==> src/rtl/vga_pin_decoder.sv <==
// Receive side of the VGA pin bus: recovers x/y from the sync edges and emits a
// validated RGB222 pixel stream, with lock tracking, sync error pulses and a frame counter.
module vga_pin_decoder #(
    parameter int H_ACTIVE     = 640,
    parameter int H_SYNC_START = 656,
    parameter int H_TOTAL      = 800,
    parameter int V_ACTIVE     = 480,
    parameter int V_SYNC_START = 490,
    parameter int V_TOTAL      = 525,
    parameter int RGB_DELAY    = 1
) (
    input  logic       clk,
    input  logic       rst_n,
    input  logic [7:0] vga_pins,
    output logic       pix_valid,
    output logic [9:0] pix_x,
    output logic [9:0] pix_y,
    output logic [5:0] pix_rgb,
    output logic       frame_start,
    output logic       locked,
    output logic       sync_err,
    output logic [7:0] frame_count
);

    // state     | meaning
    // SEARCH    | no timing reference, counters ignored
    // HLOCK     | line timing tracked, waiting for a vsync edge
    // LOCKED    | frame timing tracked, pixels emitted, syncs checked
    localparam logic [1:0] ST_SEARCH = 2'd0;
    localparam logic [1:0] ST_HLOCK  = 2'd1;
    localparam logic [1:0] ST_LOCKED = 2'd2;

    localparam logic [9:0] HA  = 10'(H_ACTIVE);
    localparam logic [9:0] HSS = 10'(H_SYNC_START);
    localparam logic [9:0] HT1 = 10'(H_TOTAL - 1);
    localparam logic [9:0] VA  = 10'(V_ACTIVE);
    localparam logic [9:0] VSS = 10'(V_SYNC_START);
    localparam logic [9:0] VT1 = 10'(V_TOTAL - 1);

    logic [7:0]                pins_q, pins_d;
    logic [RGB_DELAY:0][1:0]   sh_q, sh_d;
    logic [RGB_DELAY+1:0][1:0] tap;
    logic [9:0]                h_q, h_d, v_q, v_d;
    logic [1:0]                state_q, state_d;
    logic                      pix_valid_q, pix_valid_d;
    logic [9:0]                pix_x_q, pix_x_d, pix_y_q, pix_y_d;
    logic [5:0]                pix_rgb_q, pix_rgb_d;
    logic                      frame_start_q, frame_start_d;
    logic                      locked_q, locked_d;
    logic                      sync_err_q, sync_err_d;
    logic [7:0]                frame_count_q, frame_count_d;

    logic       hs_cur, hs_prev, vs_cur, vs_prev, hs_edge, vs_edge;
    logic [9:0] h_now, v_now;
    logic       h_wrap;

    always_comb begin
        pins_d = vga_pins;
        // Sync taps are pushed back RGB_DELAY stages so they line up with the RGB in pins_q.
        tap    = '0;
        sh_d   = '0;
        tap[0] = {pins_q[7], pins_q[3]};
        for (int i = 0; i <= RGB_DELAY; i++) begin
            tap[i+1] = sh_q[i];
            sh_d[i]  = tap[i];
        end
        hs_cur  = tap[RGB_DELAY][1];
        vs_cur  = tap[RGB_DELAY][0];
        hs_prev = tap[RGB_DELAY+1][1];
        vs_prev = tap[RGB_DELAY+1][0];
        hs_edge = hs_prev & ~hs_cur;
        vs_edge = vs_prev & ~vs_cur;

        h_now  = hs_edge ? HSS : h_q;
        v_now  = vs_edge ? VSS : v_q;
        h_wrap = (h_now == HT1);
        h_d    = h_wrap ? 10'd0 : h_now + 10'd1;
        if (h_wrap) v_d = (v_now == VT1) ? 10'd0 : v_now + 10'd1;
        else        v_d = v_now;

        state_d    = state_q;
        sync_err_d = 1'b0;
        case (state_q)
            ST_SEARCH: if (hs_edge) state_d = ST_HLOCK;
            ST_HLOCK:  if (vs_edge) state_d = ST_LOCKED;
            ST_LOCKED: begin
                // A missing hsync loses the line reference entirely, so it outranks the HLOCK fallback.
                if (h_q == HSS && hs_cur) begin
                    sync_err_d = 1'b1;
                    state_d    = ST_SEARCH;
                end else if ((hs_edge && h_q != HSS) || (vs_edge && v_q != VSS)) begin
                    sync_err_d = 1'b1;
                    state_d    = ST_HLOCK;
                end
            end
            default:   state_d = ST_SEARCH;
        endcase

        locked_d      = (state_d == ST_LOCKED);
        pix_valid_d   = locked_d && (h_now < HA) && (v_now < VA);
        pix_x_d       = pix_valid_d ? h_now : 10'd0;
        pix_y_d       = pix_valid_d ? v_now : 10'd0;
        pix_rgb_d     = pix_valid_d ? {pins_q[0], pins_q[4], pins_q[1], pins_q[5], pins_q[2], pins_q[6]}
                                    : 6'd0;
        frame_start_d = pix_valid_d && (h_now == 10'd0) && (v_now == 10'd0);
        frame_count_d = (locked_d && h_wrap && v_now == VT1) ? frame_count_q + 8'd1 : frame_count_q;
    end

    always_ff @(posedge clk) begin
        if (!rst_n) begin
            pins_q        <= '0;
            sh_q          <= '0;
            h_q           <= '0;
            v_q           <= '0;
            state_q       <= ST_SEARCH;
            pix_valid_q   <= 1'b0;
            pix_x_q       <= '0;
            pix_y_q       <= '0;
            pix_rgb_q     <= '0;
            frame_start_q <= 1'b0;
            locked_q      <= 1'b0;
            sync_err_q    <= 1'b0;
            frame_count_q <= '0;
        end else begin
            pins_q        <= pins_d;
            sh_q          <= sh_d;
            h_q           <= h_d;
            v_q           <= v_d;
            state_q       <= state_d;
            pix_valid_q   <= pix_valid_d;
            pix_x_q       <= pix_x_d;
            pix_y_q       <= pix_y_d;
            pix_rgb_q     <= pix_rgb_d;
            frame_start_q <= frame_start_d;
            locked_q      <= locked_d;
            sync_err_q    <= sync_err_d;
            frame_count_q <= frame_count_d;
        end
    end

    assign pix_valid   = pix_valid_q;
    assign pix_x       = pix_x_q;
    assign pix_y       = pix_y_q;
    assign pix_rgb     = pix_rgb_q;
    assign frame_start = frame_start_q;
    assign locked      = locked_q;
    assign sync_err    = sync_err_q;
    assign frame_count = frame_count_q;

endmodule

==> config.mk <==
export PLATFORM = sky130hd
export DESIGN_NAME = vga_pin_decoder
export DESIGN_NICKNAME = d
export VERILOG_FILES = /design/src/rtl/vga_pin_decoder.sv
export SDC_FILE = /design/constraint.sdc
export NUM_CORES = 1
export LEC_CHECK = 0
export BUFFER_PORTS_ARGS = -buffer_cell sky130_fd_sc_hd__buf_4
export CAP_MARGIN = 30
export CORE_ASPECT_RATIO = 0.75
export CORE_MARGIN = 3
export CORE_UTILIZATION = 32
export CTS_CLUSTER_SIZE = 10
export DETAILED_ROUTE_END_ITERATION = 8
export PLACE_DENSITY_LB_ADDON = 0.15
export SYNTH_ARGS = -nofsm -noshare
export SYNTH_HDL_FRONTEND = slang
export SYNTH_SLANG_ARGS = --single-unit
==> constraint.sdc <==
create_clock -name clk -period 3.4 [get_ports clk]
set_input_delay 0.68 -clock clk [delete_from_list [all_inputs] [get_ports clk]]
set_output_delay 0.68 -clock clk [all_outputs]
set_load 0.1 [all_outputs]
==> results.sh, run 1 <==
export IMPL_start_kind="flip-flop"
export IMPL_worst_setup_path_end_kind="flip-flop"
export IMPL_ios=48
export IMPL_std_cell_rows=29
export IMPL_via_per_inst=4.79
export IMPL_synth_common_cells="dfxtp_1, and2_1, nand2_1, nor2_1, nor3_1"
export IMPL_synthCells=301
export IMPL_maxCapViolations=0
export IMPL_synth_seq_cells=72
export IMPL_clk_pin_slew_ps=60
export IMPL_placed_area_um2=3370
export IMPL_avgSynthCellArea_um2=9.73
export IMPL_synth_warnings=0
export IMPL_outcome="finished, final reports clean"
export IMPL_synth_area_leaders="dfxtp_1, and2_1, nand2_1, nor4_2, mux2i_1"
export IMPL_crit_path_max_incr_delay_ps=780
export IMPL_fmaxAchievable_ghz=0.342
export IMPL_cp_slowest_cell="or4_1"
export IMPL_p_per_area_nw_per_um2=544
export IMPL_synth_largest_area_cell="dfxtp_1"
export IMPL_antenna_left=0
export IMPL_fin_tns_setup_ps=0
export IMPL_routed_wl_mm=6.72
export IMPL_arrival_ps=3190
export IMPL_fin_worst_skew_ps=4.63
export IMPL_top_layer_used="met4"
export IMPL_finalInstanceArea_um2=3710
export IMPL_drt_met1_wl_mm=3.69
export IMPL_drtIter0Drc=104
export IMPL_cts_tree="built"
export IMPL_grt_usage=0.139
export IMPL_r2r_end="frame_count[1]"
export IMPL_netlist_area_um2=2930
export IMPL_hold_violations=0
export IMPL_drc=0
export IMPL_cts_hold_buffers=0
export IMPL_p_int_mw=1.60
export IMPL_post_cts_resized=0
export IMPL_gp_congestion=0.802
export IMPL_p_leak_nw=1.52
export IMPL_seq_area_um2=1440
export IMPL_ctsHtreeMaxLevel=3
export IMPL_rsz0062_at_grt="false"
export IMPL_setup_viol=0
export IMPL_post_route_min_period_ps=2930
export IMPL_hold_path_class="flip-flop to flip-flop"
export IMPL_clock_latency_ps=330
export IMPL_pwr_share_seq=0.431
export IMPL_wl_met2_mm=2.47
export IMPL_area_delta_synth_final_pct=26.9
export IMPL_ir_worst_vdd_uv=248
export IMPL_dieArea_um2=10300
export IMPL_hold_depth=1
export IMPL_yosysTopAreaCellShare=0.492
export IMPL_min_from="pins_q[6]"
export IMPL_rrSetupSlack_ps=470
export IMPL_die_w_um=116
export IMPL_clockPowerShare=0.532
export IMPL_io_buffer_count=47
export IMPL_vias=2211
export IMPL_synthArstFlopShare=0
export IMPL_cp_cell_sequence="nand2b_1 > nand2_1 > inv_1 > ha_1 > nand4_1 > buf_4 > or4_1 > nor4b_4 > mux2i_1"
export IMPL_critical_path_class="flip-flop to flip-flop"
export IMPL_post_cts_buffers=0
export IMPL_start_util=0.338
export IMPL_whs_endpoint="pix_rgb[0]"
export IMPL_grt_pass1_wl_mm=10.7
export IMPL_synthesis_nets=316
export IMPL_grt_ovfl_total=0
export IMPL_slew_violations=0
export IMPL_drtPass1Iterations=4
export IMPL_synth_cell_types=42
export IMPL_synth_most_common_cell="dfxtp_1"
export IMPL_grt_max_degree=34
export IMPL_period_share=0.861
export IMPL_tightestPinTransition_ps=764
export IMPL_p_comb_frac=0.037
export IMPL_synth_flop_cell="dfxtp_1"
export IMPL_yosysSeqAreaShare=0.492
export IMPL_wire_per_inst_um=14.5
export IMPL_drive_gt1_frac=0.226
export IMPL_grt_pass1_vias=2007
export IMPL_switching_power_mw=0.417
export IMPL_nNetsFinal=364
export IMPL_slew_headroom=0.488
export IMPL_filler_cell_count=844
export IMPL_p_sw_frac=0.206
export IMPL_clockBufferDepth=2
export IMPL_antenna_cells=0
export IMPL_wl_met3_um=469
export IMPL_final_setup_worst_slack_ps=473
export IMPL_cts_buffers=9
export IMPL_synth_edff_count=0
export IMPL_pre_cts_ws_ps=495
export IMPL_cts_sinks=72
export IMPL_fp_dieH_um=88.8
export IMPL_core_area_um2=8670
export IMPL_multi_input_comb_area_um2=1370
export IMPL_clock_root_buffer="clkbuf_16"
export IMPL_path_max_fanout=14
export IMPL_rr_worst_depth=9
export IMPL_reg2reg_from="hs_cur"
export IMPL_critPathRequiredTime_ps=3670
export IMPL_dpl_hpwl_mm=4.56
export IMPL_antenna_found_initial=0
## cell families (layout without fill, tap and decap cells)
| logic type | count (synthesis) | count (layout) | synth area share |
|---|---|---|---|
| xor gates and xnor gates | 13 | 13 | 0.0389 |
| other | 1 | 1 | 0.00128 |
| AOI/OAI and AO/OA | 24 | 24 | 0.0568 |
| adders and majority gates | 5 | 5 | 0.0214 |
| and+or+nand+nor | 153 | 153 | 0.322 |
| muxes | 8 | 8 | 0.0274 |
| DFF | 72 | 72 | 0.492 |
| buffers and inverters | 25 | 78 | 0.0397 |
## layout by cell type, fill, tap and decap left out, types with 2 or more instances in the layout
master / n
nand3_1: 7
nand2_1: 25
xor2_1: 5
o21a_1: 5
ha_1: 5
xnor2_1: 8
buf_4: 51
and2_1: 30
nor2b_1: 7
dfxtp_1: 72
mux2i_1: 8
nand4_1: 11
nand2b_1: 9
nor2_1: 18
clkbuf_16: 9
a211oi_1: 3
o21ai_0: 2
nand3b_1: 2
nor4b_1: 2
bufinv_16: 3
clkinvlp_4: 2
nor4_2: 7
a21oi_1: 8
nor3_1: 12
and3_1: 6
inv_1: 11
nor4_1: 9
## routing by layer
| layer | track usage | vias to the layer above |
|---|---|---|
| met2 | 0.175 | 57 |
| met1 | 0.205 | 1005 |
| met5 | 0 | - |
| li1 | - | 1139 |
| met4 | 0.0474 | 0 |
| met3 | 0.0629 | 10 |
## state kept, by name, indices dropped and copies added (netlist names)
| name | flops |
|---|---|
| pix_valid | 1 |
| h_q | 10 |
| sh_d | 1 |
| pix_y | 10 |
| locked | 1 |
| pix_rgb | 6 |
| state_q | 2 |
| hs_prev | 1 |
| pix_x | 10 |
| hs_cur | 1 |
| pins_q | 8 |
| frame_start | 1 |
| sh_q | 1 |
| frame_count | 8 |
| v_q | 10 |
| sync_err | 1 |
## how the worst max path moves through the flow
stage,slack (ps),to,from
floorplan,1040,frame_count[0],hs_cur
global placement,580,frame_count[1],hs_cur
detailed placement,490,frame_count[1],hs_cur
CTS,470,frame_count[1],hs_cur
global route,260,frame_count[0],hs_cur
finish,470,frame_count[1],hs_cur
## worst max-delay path: cells and delay by family, from the launching register on
kind          cells  cell delay (ps)
buf+inv           2              310
simple gates      5             1770
mux               1              210
fa+ha+maj         1              190
flops             1              370
## power by group through the flow
stage                     registers [mW]  clock network (mW)  logic (mW)
after floorplan                    0.891                   0      0.0478
after global placement             0.889                   0      0.0746
after detailed placement           0.890                   0      0.0747
after CTS                          0.871                1.10      0.0752
after global routing               0.873                1.15      0.0834
final                              0.871                1.08      0.0747
## final cells by class
| cell class | instances | share of cell area |
|---|---|---|
| well taps | 108 | 0.0364 |
| inverters | 11 | 0.0111 |
| multi-input cells | 204 | 0.369 |
| repair buffers | 51 | 0.103 |
| flip-flops and latches | 72 | 0.388 |
| clock buffers | 9 | 0.0606 |
| clock inverters | 7 | 0.0320 |
## metrics by stage
| step | utilization | hold WS, ps | power, mW | std cells |
|---|---|---|---|---|
| after floorplan | - | 406 | 0.939 | 301 |
| after global placement | 0.389 | 407 | 0.964 | 446 |
| after detailed placement | 0.389 | 410 | 0.964 | 446 |
| after CTS | 0.428 | 425 | 2.05 | 462 |
| after global routing | 0.428 | 438 | 2.10 | 462 |
| final | 0.428 | 423 | 2.02 | 462 |
Power figures use the tool's default switching activity.
==> run 2: changes to the inputs <==
Settings changed: CORE_UTILIZATION 32 to 55.
==> run 2 against run 1 <==
- combinational power shrank 1%
- die area shrank 40%
- count of clock-buffer cells in the layout is the same
- clock skew grew 6.9 ps
- routed wire length shrank 15%
- via count grew 2.4%
- first-iteration DRC count grew 120%
- setup slack gained 150 ps
- core utilization grew 29 points
==> results.sh, run 2 (same netlist as run 1, synthesis figures left out) <==
export IMPL_drtIter0Drc=226
export IMPL_stdcell_count=428
export IMPL_drive_gt1_frac=0.230
export IMPL_critPathRequiredTime_ps=3670
export IMPL_ios=48
export IMPL_slew_headroom=0.507
export IMPL_fin_tns_setup_ps=0
export IMPL_cts_sinks=72
export IMPL_ctsHtreeMaxLevel=3
export IMPL_antenna_cells=0
export IMPL_clock_root_buffer="clkbuf_8"
export IMPL_critical_path_class="flip-flop to flip-flop"
export IMPL_hold_path_class="flip-flop to flip-flop"
export IMPL_tightestPinTransition_ps=735
export IMPL_wire_per_inst_um=13.3
export IMPL_start_kind="flip-flop"
export IMPL_setup_viol=0
export IMPL_drtPass1Iterations=4
export IMPL_cts_tree="built"
export IMPL_clock_latency_ps=350
export IMPL_clk_pin_slew_ps=80
export IMPL_post_route_min_period_ps=2780
export IMPL_p_per_area_nw_per_um2=488
export IMPL_antenna_left=0
export IMPL_post_cts_buffers=0
export IMPL_rsz0062_at_grt="false"
export IMPL_path_max_fanout=8
export IMPL_routed_wl_mm=5.69
export IMPL_layout_common_cells="dfxtp_1, buf_4, and2_1"
export IMPL_ir_worst_vdd_uv=353
export IMPL_io_buffer_count=47
export IMPL_antenna_found_initial=0
export IMPL_outcome="finished, final reports clean"
export IMPL_p_leak_nw=1.48
export IMPL_rrSetupSlack_ps=620
export IMPL_cts_buffers=9
export IMPL_fp_dieH_um=69.2
export IMPL_nNetsFinal=366
export IMPL_period_share=0.817
export IMPL_via_per_inst=5.29
export IMPL_drc=0
export IMPL_slew_violations=0
export IMPL_dieArea_um2=6240
export IMPL_filler_cell_count=403
export IMPL_dp_cells=412
export IMPL_hold_violations=0
export IMPL_cts_hold_buffers=0
export IMPL_grt_pass1_wl_mm=10.1
export IMPL_maxCapViolations=0
export IMPL_fmaxAchievable_ghz=0.360
export IMPL_core_area_um2=5010
export IMPL_final_common_cell="dfxtp_1"
export IMPL_clockBufferDepth=2
export IMPL_worst_setup_path_end_kind="flip-flop"
export IMPL_dpl_hpwl_mm=3.95
export IMPL_gp_congestion=0.961
export IMPL_grt_ovfl_total=0
export IMPL_start_util=0.584
export IMPL_placed_area_um2=3340
export IMPL_post_cts_resized=0
export IMPL_finalInstanceArea_um2=3580
export IMPL_arrival_ps=3050
export IMPL_grt_max_degree=34
export IMPL_fin_worst_skew_ps=11.6
export IMPL_grt_usage=0.200
export IMPL_area_delta_synth_final_pct=22.4
export IMPL_std_cell_rows=22
export IMPL_grt_pass1_vias=2184
export IMPL_die_w_um=90.2
export IMPL_vias=2263
==> run 2: cell count changes in the layout (fill, tap and decap cells not counted) <==
cell        before  now
buf_4           51   53
inv_6            1    0
clkinvlp_4       2    1
clkbuf_8         0    9
clkbuf_16        9    0
clkinv_4         0    2
==> run 2: cell type report <==
| cell class | instances | area, um^2 | share of cell area |
|---|---|---|---|
| multi-input cells | 204 | 1370 | 0.382 |
| flip-flops and latches | 72 | 1440 | 0.402 |
| clock inverters | 7 | 120 | 0.0335 |
| repair buffers | 53 | 398 | 0.111 |
| well taps | 72 | 90.1 | 0.0251 |
| clock buffers | 9 | 124 | 0.0346 |
| inverters | 11 | 41.3 | 0.0115 |
==> run 2: final timing paths <==
kind	depth (start not counted)	endpoint	startpoint
worst max register to register	8	frame_count[0]	hs_cur
worst min-delay path	1	pix_rgb[1]	pins_q[2]
worst min register to register	1	pix_rgb[1]	pins_q[2]
worst max-delay path	8	frame_count[0]	hs_cur
==> run 2: report_power, final <==
| part | total, mW | switching (mW) | internal (mW) |
|---|---|---|---|
| Sequential | 0.869 | 0.0119 | 0.857 |
| Combinational | 0.0737 | 0.0444 | 0.0293 |
| Clock | 0.807 | 0.319 | 0.488 |
| Total | 1.75 | 0.375 | 1.37 |
==> run 2: through the flow <==
stage | hold slack [ps] | setup slack [ps] | power [mW] | util
floorplan | 406 | 1040 | 0.939 | -
global placement | 407 | 779 | 0.961 | 0.667
detailed placement | 412 | 649 | 0.962 | 0.667
CTS | 434 | 625 | 1.76 | 0.716
global route | 452 | 430 | 1.82 | 0.716
finish | 429 | 623 | 1.75 | 0.716
==> run 2: routing by layer <==
layer / global-route usage / routed length (um)
met1: 0.263 / 2590
met2: 0.299 / 2600
met3: 0.0813 / 442
met4: 0.0662 / 61
met5: 0 / 0
==> run 2: critical path, cell delays in order (launching register included) <==
cell and delay (ps):
dfxtp_1 360, nand2b_1 330, nand2_1 120, inv_1 110, ha_1 200, nand4_1 120, or4_1 800, nor4b_4 440
mux2i_1 230
==> run 3: changes to the inputs <==
Clock period 3.4 ns to 2.56 ns, I/O delays scaled along.
==> run 3 against run 2 <==
- power increased by 20%
- routed wire length increased by 4.9%
- count of clock-buffer cells in the layout increased by 1
- die area unchanged
- largest cell class unchanged
- highest routed layer unchanged
==> results.sh, run 3 (same netlist as run 1, synthesis figures left out) <==
export IMPL_dpl_hpwl_mm=4.02
export IMPL_worst_setup_path_end_kind="flip-flop"
export IMPL_clk_pin_slew_ps=70
export IMPL_start_kind="flip-flop"
export IMPL_pwr_share_seq=0.548
export IMPL_r2r_end="frame_count[1]"
export IMPL_seq_area_um2=1440
export IMPL_slew_violations=0
export IMPL_cts_sinks=72
export IMPL_power_total_mw=2.11
export IMPL_p_comb_frac=0.049
export IMPL_post_route_min_period_ps=2360
export IMPL_clock_latency_ps=340
export IMPL_std_cell_rows=22
export IMPL_arrival_ps=2620
export IMPL_reg2reg_from="hs_cur"
export IMPL_hold_violations=0
export IMPL_vias=2292
export IMPL_nNetsFinal=373
export IMPL_min_from="vga_pins[6]"
export IMPL_whs_endpoint="pins_q[6]"
export IMPL_rr_worst_depth=9
export IMPL_maxCapViolations=0
export IMPL_cts_tree="built"
export IMPL_final_common_cell="dfxtp_1"
export IMPL_grt_max_degree=34
export IMPL_grt_usage=0.205
export IMPL_clock_root_buffer="clkbuf_8"
export IMPL_finalInstanceArea_um2=3590
export IMPL_rrSetupSlack_ps=200
export IMPL_tightestPinTransition_ps=639
export IMPL_wl_met2_mm=2.69
export IMPL_filler_cell_count=405
export IMPL_gp_congestion=0.880
export IMPL_die_w_um=90.2
export IMPL_antenna_cells=0
export IMPL_switching_power_mw=0.481
export IMPL_via_per_inst=5.27
export IMPL_grt_pass1_wl_mm=10.3
export IMPL_drtPass1Iterations=4
export IMPL_clockPowerShare=0.403
export IMPL_multi_input_comb_area_um2=1380
export IMPL_cts_buffers=9
export IMPL_core_area_um2=5010
export IMPL_ctsHtreeMaxLevel=3
export IMPL_hold_depth=2
export IMPL_fp_dieH_um=69.2
export IMPL_drt_met1_wl_mm=2.67
export IMPL_slew_headroom=0.573
export IMPL_dieArea_um2=6240
export IMPL_rsz0062_at_grt="false"
export IMPL_drc=0
export IMPL_fin_tns_setup_ps=0
export IMPL_clockBufferDepth=2
export IMPL_io_buffer_count=47
export IMPL_path_max_fanout=7
export IMPL_wire_per_inst_um=13.7
export IMPL_placed_area_um2=3390
export IMPL_hold_path_class="input port to flip-flop"
export IMPL_critical_path_class="flip-flop to flip-flop"
export IMPL_top_layer_used="met4"
export IMPL_p_leak_nw=1.50
export IMPL_period_share=0.921
export IMPL_p_int_mw=1.62
export IMPL_p_per_area_nw_per_um2=586
export IMPL_layout_common_cells="dfxtp_1, buf_4, and2_1"
export IMPL_fmaxAchievable_ghz=0.424
export IMPL_fin_worst_skew_ps=7.75
export IMPL_antenna_found_initial=0
export IMPL_final_util=0.717
export IMPL_setup_viol=0
export IMPL_drtIter0Drc=224
export IMPL_ir_worst_vdd_uv=379
export IMPL_area_delta_synth_final_pct=22.7
export IMPL_antenna_left=0
export IMPL_drive_gt1_frac=0.251
export IMPL_outcome="finished, final reports clean"
export IMPL_wl_met3_um=522
export IMPL_routed_wl_mm=5.97
export IMPL_p_sw_frac=0.228
export IMPL_start_util=0.584
export IMPL_critPathRequiredTime_ps=2820
export IMPL_grt_ovfl_total=0
export IMPL_ios=48
export IMPL_grt_pass1_vias=2164
-- run 3: cell count changes in the layout (fill, tap and decap cells not counted), moves of 2 or more --
cell,delta
buf_4,+7
bufinv_16,-2
clkinv_2,+2
clkinv_4,-2
-- run 3: how the worst max path moves through the flow --
stage / startpoint / to / slack, ps / cells past startpoint
after floorplan: hs_cur / frame_count[0] / 200 / 10
after global placement: hs_cur / frame_count[1] / 220 / 9
after detailed placement: hs_cur / frame_count[1] / 40 / 9
after CTS: hs_cur / frame_count[1] / 20 / 9
after global routing: sh_q[2] / frame_count[1] / 3 / 8
final: hs_cur / frame_count[1] / 200 / 9
-- run 3: stage by stage --
stage / instances / worst slack [ps] / hold WS [ps]
after floorplan: 301 / 197 / 406
after global placement: 419 / 218 / 407
after detailed placement: 419 / 36.1 / 413
after CTS: 435 / 17.8 / 357
after global routing: 435 / 2.58 / 360
final: 435 / 203 / 373
-- run 3: metal layers --
| metal | up-vias | track usage |
|---|---|---|
| met2 | 80 | 0.310 |
| li1 | 1149 | - |
| met4 | 0 | 0.0645 |
| met3 | 10 | 0.0846 |
| met1 | 1053 | 0.267 |
| met5 | - | 0 |
-- run 3: timing repair --
action | 4_1_cts | 5_1_grt
resized for setup | 0 | 3
hold buffers | 0 | 0
setup endpoints to repair | 0 | 8
setup buffers | 0 | 0
-- run 3: power by group through the flow --
| stage | clock [mW] | combinational (mW) | sequential, mW |
|---|---|---|---|
| after floorplan | 0 | 0.0635 | 1.18 |
| after global placement | 0 | 0.0988 | 1.18 |
| after detailed placement | 0 | 0.100 | 1.18 |
| after CTS | 0.875 | 0.101 | 1.15 |
| after global routing | 0.929 | 0.115 | 1.16 |
| final | 0.848 | 0.103 | 1.15 |
-- run 3: final cells by class --
class,count,area share
clock buffer,10,0.0355
multi-input combinational,204,0.384
tap,72,0.0251
clock inverter,6,0.0167
timing repair buffer,60,0.125
sequential,72,0.401
inverter,11,0.0115
-- run 3: worst max-delay path: stages (launching register included) --
cell      delay [ps]
dfxtp_2          350
nand2b_4         140
nand2_1           70
inv_1             90
ha_1             190
nand4_1          130
or4_4            570
buf_4            200
nor4b_4          280
mux2i_1          250
